### src/rtl/histeq_bank_scheduler.sv
`default_nettype none
// ============================================================================
// Module   : histeq_bank_scheduler
// Purpose  : Ping-pong frame scheduler for histogram equalisation. One bank
//            accumulates the current frame while the other supplies the LUT
//            built from the previous frame; between frames it requests the
//            CDF/LUT build, swaps banks and clears the new accumulate bank.
// Revision : 1.0 - initial handshake-based release
// ============================================================================
module histeq_bank_scheduler #(
  parameter int IMAGE_SIZE  = 640*480,
  parameter int CDF_TIMEOUT = 1024
) (
  input  logic       i_clk,
  input  logic       i_reset_n,
  input  logic       i_enable,
  input  logic       i_pixel_valid,
  output logic       o_pix_ready,
  output logic       o_acc_en,
  output logic       o_acc_bank,
  output logic       o_lut_bank,
  output logic       o_lut_valid,
  output logic       o_cdf_start,
  output logic       o_cdf_bank,
  input  logic       i_cdf_done,
  output logic       o_clr_en,
  output logic [7:0] o_clr_addr,
  output logic       o_frame_done,
  output logic       o_overrun,
  output logic       o_cdf_timeout,
  input  logic       i_err_clear
);

  localparam int c_cnt_w = $clog2(IMAGE_SIZE);
  localparam int c_tmr_w = $clog2(CDF_TIMEOUT);
  localparam logic [c_cnt_w-1:0] c_last_pix = c_cnt_w'(IMAGE_SIZE - 1);
  localparam logic [c_tmr_w-1:0] c_last_tmr = c_tmr_w'(CDF_TIMEOUT - 1);

  typedef enum logic [2:0] {
    ST_CLEAR    = 3'd0,
    ST_READY    = 3'd1,
    ST_ACCUM    = 3'd2,
    ST_CDF_REQ  = 3'd3,
    ST_CDF_WAIT = 3'd4
  } state_t;

  state_t               state_q,       state_d;
  logic [7:0]           clr_addr_q,    clr_addr_d;
  logic                 acc_bank_q,    acc_bank_d;
  logic                 lut_valid_q,   lut_valid_d;
  logic [c_cnt_w-1:0]   count_q,       count_d;
  logic [c_tmr_w-1:0]   timer_q,       timer_d;
  logic                 frame_done_q,  frame_done_d;
  logic                 overrun_q,     overrun_d;
  logic                 cdf_timeout_q, cdf_timeout_d;

  logic                 pix_ready;
  logic                 pix_accept;

  // Pixel handshake decoded straight from state so ready drops the cycle after the last pixel.
  always_comb begin
    pix_ready  = ((state_q == ST_READY) && i_enable) || (state_q == ST_ACCUM);
    pix_accept = i_pixel_valid && pix_ready;
  end

  // Next-state, counters, bank swap and sticky error flags.
  always_comb begin
    state_d       = state_q;
    clr_addr_d    = clr_addr_q;
    acc_bank_d    = acc_bank_q;
    lut_valid_d   = lut_valid_q;
    count_d       = count_q;
    timer_d       = timer_q;
    frame_done_d  = 1'b0;
    // A new set beats a simultaneous clear.
    overrun_d     = (overrun_q && !i_err_clear) || (i_pixel_valid && !pix_ready);
    cdf_timeout_d = cdf_timeout_q && !i_err_clear;

    case (state_q)
      ST_CLEAR: begin
        // Address wraps back to 0 after 255, ready for the next sweep.
        clr_addr_d = clr_addr_q + 8'd1;
        if (clr_addr_q == 8'hFF) begin
          state_d = ST_READY;
        end
      end
      ST_READY: begin
        if (pix_accept) begin
          state_d = ST_ACCUM;
          count_d = c_cnt_w'(1);
        end
      end
      ST_ACCUM: begin
        if (pix_accept) begin
          if (count_q == c_last_pix) begin
            state_d = ST_CDF_REQ;
            count_d = '0;
          end else begin
            count_d = count_q + 1'b1;
          end
        end
      end
      ST_CDF_REQ: begin
        timer_d = '0;
        state_d = ST_CDF_WAIT;
      end
      ST_CDF_WAIT: begin
        timer_d = timer_q + 1'b1;
        if (i_cdf_done) begin
          // The freshly built bank becomes the LUT; the old LUT bank is cleared next.
          acc_bank_d   = !acc_bank_q;
          lut_valid_d  = 1'b1;
          frame_done_d = 1'b1;
          state_d      = ST_CLEAR;
        end else if (timer_q == c_last_tmr) begin
          // Abort: keep the banks, mark the LUT unusable and re-clear the same bank.
          cdf_timeout_d = 1'b1;
          lut_valid_d   = 1'b0;
          frame_done_d  = 1'b1;
          state_d       = ST_CLEAR;
        end
      end
      default: begin
        state_d = ST_CLEAR;
      end
    endcase
  end

  // State register with synchronous active-low reset; reset abandons any frame in progress.
  always_ff @(posedge i_clk) begin
    if (!i_reset_n) begin
      state_q       <= ST_CLEAR;
      clr_addr_q    <= 8'd0;
      acc_bank_q    <= 1'b0;
      lut_valid_q   <= 1'b0;
      count_q       <= '0;
      timer_q       <= '0;
      frame_done_q  <= 1'b0;
      overrun_q     <= 1'b0;
      cdf_timeout_q <= 1'b0;
    end else begin
      state_q       <= state_d;
      clr_addr_q    <= clr_addr_d;
      acc_bank_q    <= acc_bank_d;
      lut_valid_q   <= lut_valid_d;
      count_q       <= count_d;
      timer_q       <= timer_d;
      frame_done_q  <= frame_done_d;
      overrun_q     <= overrun_d;
      cdf_timeout_q <= cdf_timeout_d;
    end
  end

  // The LUT bank is always the complement of the accumulate bank, so they can never collide.
  always_comb begin
    o_pix_ready   = pix_ready;
    o_acc_en      = pix_accept;
    o_acc_bank    = acc_bank_q;
    o_lut_bank    = !acc_bank_q;
    o_lut_valid   = lut_valid_q;
    o_cdf_start   = (state_q == ST_CDF_REQ);
    o_cdf_bank    = acc_bank_q;
    o_clr_en      = (state_q == ST_CLEAR);
    o_clr_addr    = clr_addr_q;
    o_frame_done  = frame_done_q;
    o_overrun     = overrun_q;
    o_cdf_timeout = cdf_timeout_q;
  end

endmodule
`default_nettype wire
### config.mk
export PLATFORM = sky130hd
export DESIGN_NAME = histeq_bank_scheduler
export DESIGN_NICKNAME = d
export VERILOG_FILES = /design/src/rtl/histeq_bank_scheduler.sv
export SDC_FILE = /design/constraint.sdc
export NUM_CORES = 1
export LEC_CHECK = 0
export CORE_MARGIN = 3
export CORE_UTILIZATION = 40
export CTS_BUF_LIST = sky130_fd_sc_hd__clkbuf_2 sky130_fd_sc_hd__clkbuf_4 sky130_fd_sc_hd__clkbuf_8
export CTS_CLUSTER_SIZE = 20
export DETAILED_ROUTE_END_ITERATION = 7
export SLEW_MARGIN = 30
export SYNTH_ARGS = -nofsm -noshare
export SYNTH_HDL_FRONTEND = slang
export SYNTH_SLANG_ARGS = --single-unit
### constraint.sdc
create_clock -name i_clk -period 2.44 [get_ports i_clk]
set_input_delay 0.488 -clock i_clk [delete_from_list [all_inputs] [get_ports i_clk]]
set_output_delay 0.488 -clock i_clk [all_outputs]
set_load 0.02 [all_outputs]
==> results by group <==
Outcome
  – Status: complete, no violations

Pwr
  – Peak ir drop on the vdd network: 0.000451 V
  – Pwr/cell area: 595 mW/mm^2
  – Static Leak: 0.994 nW

Synthesis
  – Post-synthesis register bit count: 45
  – Area of the mapped netlist: 0.00232 sq mm
  – Post-synth ARST share: 0%
  – Warnings from Yosys: 0
  – Cell accounting for the most synthesized area: dfxtp_1
  – Post-Syn Nets: 288
  – Distinct cell type count after synthesis: 55
  – EDFF count, synth: 0
  – Fraction of post-synthesis cell area in the top cell type by area: 38.9%
  – Cells after Synth: 279
  – Dominant cells by area after synthesis: dfxtp_1 (39%), a21oi_1 (5.6%), nor2_1 (4.9%)
  – Mapped Avg Cell Area: 8.31 sq um
  – Fraction of the yosys area taken by sequential cells: 38.9%
  – Flip-flop cell with the highest count after synthesis: dfxtp_1

STA
  – F_max: 0.431 GHz
  – Final setup margin: 0.119 ns
  – Setup violation total in the final timing report: 0
  – Portion of the clock cycle consumed by the worst path in the final layout: 95.1%
  – Max-slew violation count: 0
  – Headroom to the max-slew limit: 69.8%
  – Worst slew pin tran: 0.452 ns
  – Endpoints failing hold: 0
  – Sum Neg Setup Slack: 0 ns
  – Final critical path time including I/O delays and setup: 2.32 ns
  – Setup repair after global routing missed its margin: no
  – Max Clock Skew: 0.00541 ns

Drt
  – DRT Wirelength: 5340 microns
  – Ratio of routed vias to standard cells: 5.54
  – Avg WL per Cell: 14.0 microns
  – Number of routed nets with antenna violations: 0
  – DRT Pass-1 Iters: 4
  – Total via count in the routed design: 2118
  – DRC violation count after routing: 0
  – Iteration-0 DRC count of the detailed router: 198

Placement
  – Pre-CTS WS: -0.156 ns
  – Buffers added on ports: 24
  – Global placer's final weighted congestion: 0.785
  – HPWL reported at the end of detailed placement: 3810 microns

Clocking
  – Clock root cell: clkbuf_8
  – Cts bufs inserted: 5
  – H-tree levels: 2
  – Latest clock arrival within the worst-skew pair: 0.30 ns
  – Sink Count: 45
  – Hold Buf Count CTS: 0
  – Clock input transition at the sequential cells of the worst setup and hold paths: 0.08 ns
  – CTS tree: built
  – Number of setup buffers added after CTS: 0
  – Clk buf depth: 2

Job
  – Max-Cap Viols: 0

Global routing
  – Initial antenna violation count: 0
  – Wire length of the first global-routing pass: 9440 microns
  – Grt ovf: 0
  – GRT Total Usage: 17.8%
  – Via count of the first global-routing pass: 1960
  – Maximum number of pins on one net before global-route repair: 22

Die
  – Placement Rows: 27
  – Initial standard-cell utilization of the core: 41.8%
  – Height of the die: 82.1 microns
  – Die X-Extent: 82.1 microns
  – Die outline area: 0.00674 sq mm
  – Number of ports placed on the die boundary: 25
  – Standard cell core area: 0.00554 sq mm

Setup path
  – CP arrival: 1.83 ns
  – Max FO, Critical Path: 2
  – Category of the worst setup path capture point: primary output
  – Class of the most critical setup path: primary input to primary output
  – WP data required: 1.95 ns
  – Startpoint Class: primary input

Cells and area
  – Most used cells in the layout excluding fill and tap cells: dfxtp_1 (45), nor2_1 (30), a21oi_1 (26)
  – Fraction of layout instances using a drive strength above 1: 11.3%
  – Most common library cell in the layout ignoring fill and taps: dfxtp_1
  – Antenna Diode Count: 0
  – Synthesis-to-finish area growth: 19.8%
  – Final #Nets: 318

Worst hold path
  – Hold Path Class: flop to flop
==> state kept, by name, indices dropped and copies added (netlist names) <==
| name | cells |
|---|---|
| o_overrun | 1 |
| o_acc_bank | 1 |
| count_q | 19 |
| o_lut_valid | 1 |
| state_q | 3 |
| o_frame_done | 1 |
| o_clr_addr | 8 |
| timer_q | 10 |
| o_cdf_timeout | 1 |
==> logic make-up (layout without fill, tap and decap cells) <==
family | after synthesis | count (layout) | share of synthesized area (%)
buffers and inverters | 23 | 54 | 4.48
DFF | 45 | 45 | 38.9
AOI/OAI and AO/OA | 62 | 62 | 16.4
xor gates and xnor gates | 11 | 11 | 4.16
muxes | 3 | 3 | 1.35
adders and majority gates | 3 | 3 | 1.62
and+or+nand+nor | 132 | 132 | 33.1
==> power by group <==
group | internal [W] | total (W) | switching [W]
Combinational | 0.000170 | 0.000380 | 0.000210
Clock | 0.000210 | 0.000462 | 0.000251
Sequential | 0.000766 | 0.000811 | 0.0000442
==> cells in the mapped netlist (3+ instances only) <==
master / n
clkbuf_1: 9
a32oi_1: 3
nor4_1: 5
nor3_1: 5
a31oi_1: 4
xor2_1: 7
and3_1: 3
nand4_1: 13
o21ai_0: 9
nand3b_1: 5
nand3_1: 19
or3_1: 7
ha_1: 3
xnor2_1: 4
a21oi_1: 26
and2_1: 5
dfxtp_1: 45
nand2_1: 23
inv_1: 6
o21ai_1: 4
nor2_1: 30
==> layout make-up <==
| cell class | instances | area [sq um] |
|---|---|---|
| clock inverters | 2 | 10.0 |
| clock buffers | 6 | 76.3 |
| inverters | 8 | 30.0 |
| multi-input cells | 211 | 1310 |
| fillers | 556 | 2770 |
| flip-flops and latches | 45 | 901 |
| well taps | 72 | 90.1 |
| repair buffers | 38 | 355 |
==> stage by stage <==
step	total power [W]	utilization, %	instances	hold slack (ns)	cell area [sq um]
floorplan	0.00106	-	279	0.463	2320
global placement	0.00121	48.6	374	0.448	2690
detailed placement	0.00121	48.6	374	0.450	2690
CTS	0.00167	50.1	382	0.465	2780
global route	0.00176	50.1	382	0.502	2780
finish	0.00165	50.1	382	0.461	2780
==> final timing paths <==
kind                     from           to  slack, ns  cells after the start
hold reg to reg   o_lut_valid  o_lut_valid       0.46                      2
setup / recovery     i_enable     o_acc_en       0.12                      5
hold / removal    o_lut_valid  o_lut_valid       0.46                      2
setup reg to reg   count_q[0]   state_q[1]       0.40                      7
==> worst max-delay path: stages <==
cell	delay [ns]
clkdlybuf4s50_1	0.48
nand3b_1	0.11
a211o_1	0.36
inv_2	0.07
dlygate4sd2_1	0.33
==> repair_timing <==
action,CTS,global route
endpoints found under the setup margin,2,0
endpoints found under the hold margin,0,0
resized for setup,2,0
==> per-layer routing <==
layer,GRT usage (%),share of wire (%),vias to the layer above
li1,-,-,1080
met1,26.8,52,990
met2,25.4,43,43
met3,4.12,4.2,5
met4,4.32,0.79,0
met5,0,0,-
No activity file was read; power rests on OpenSTA's default activity.
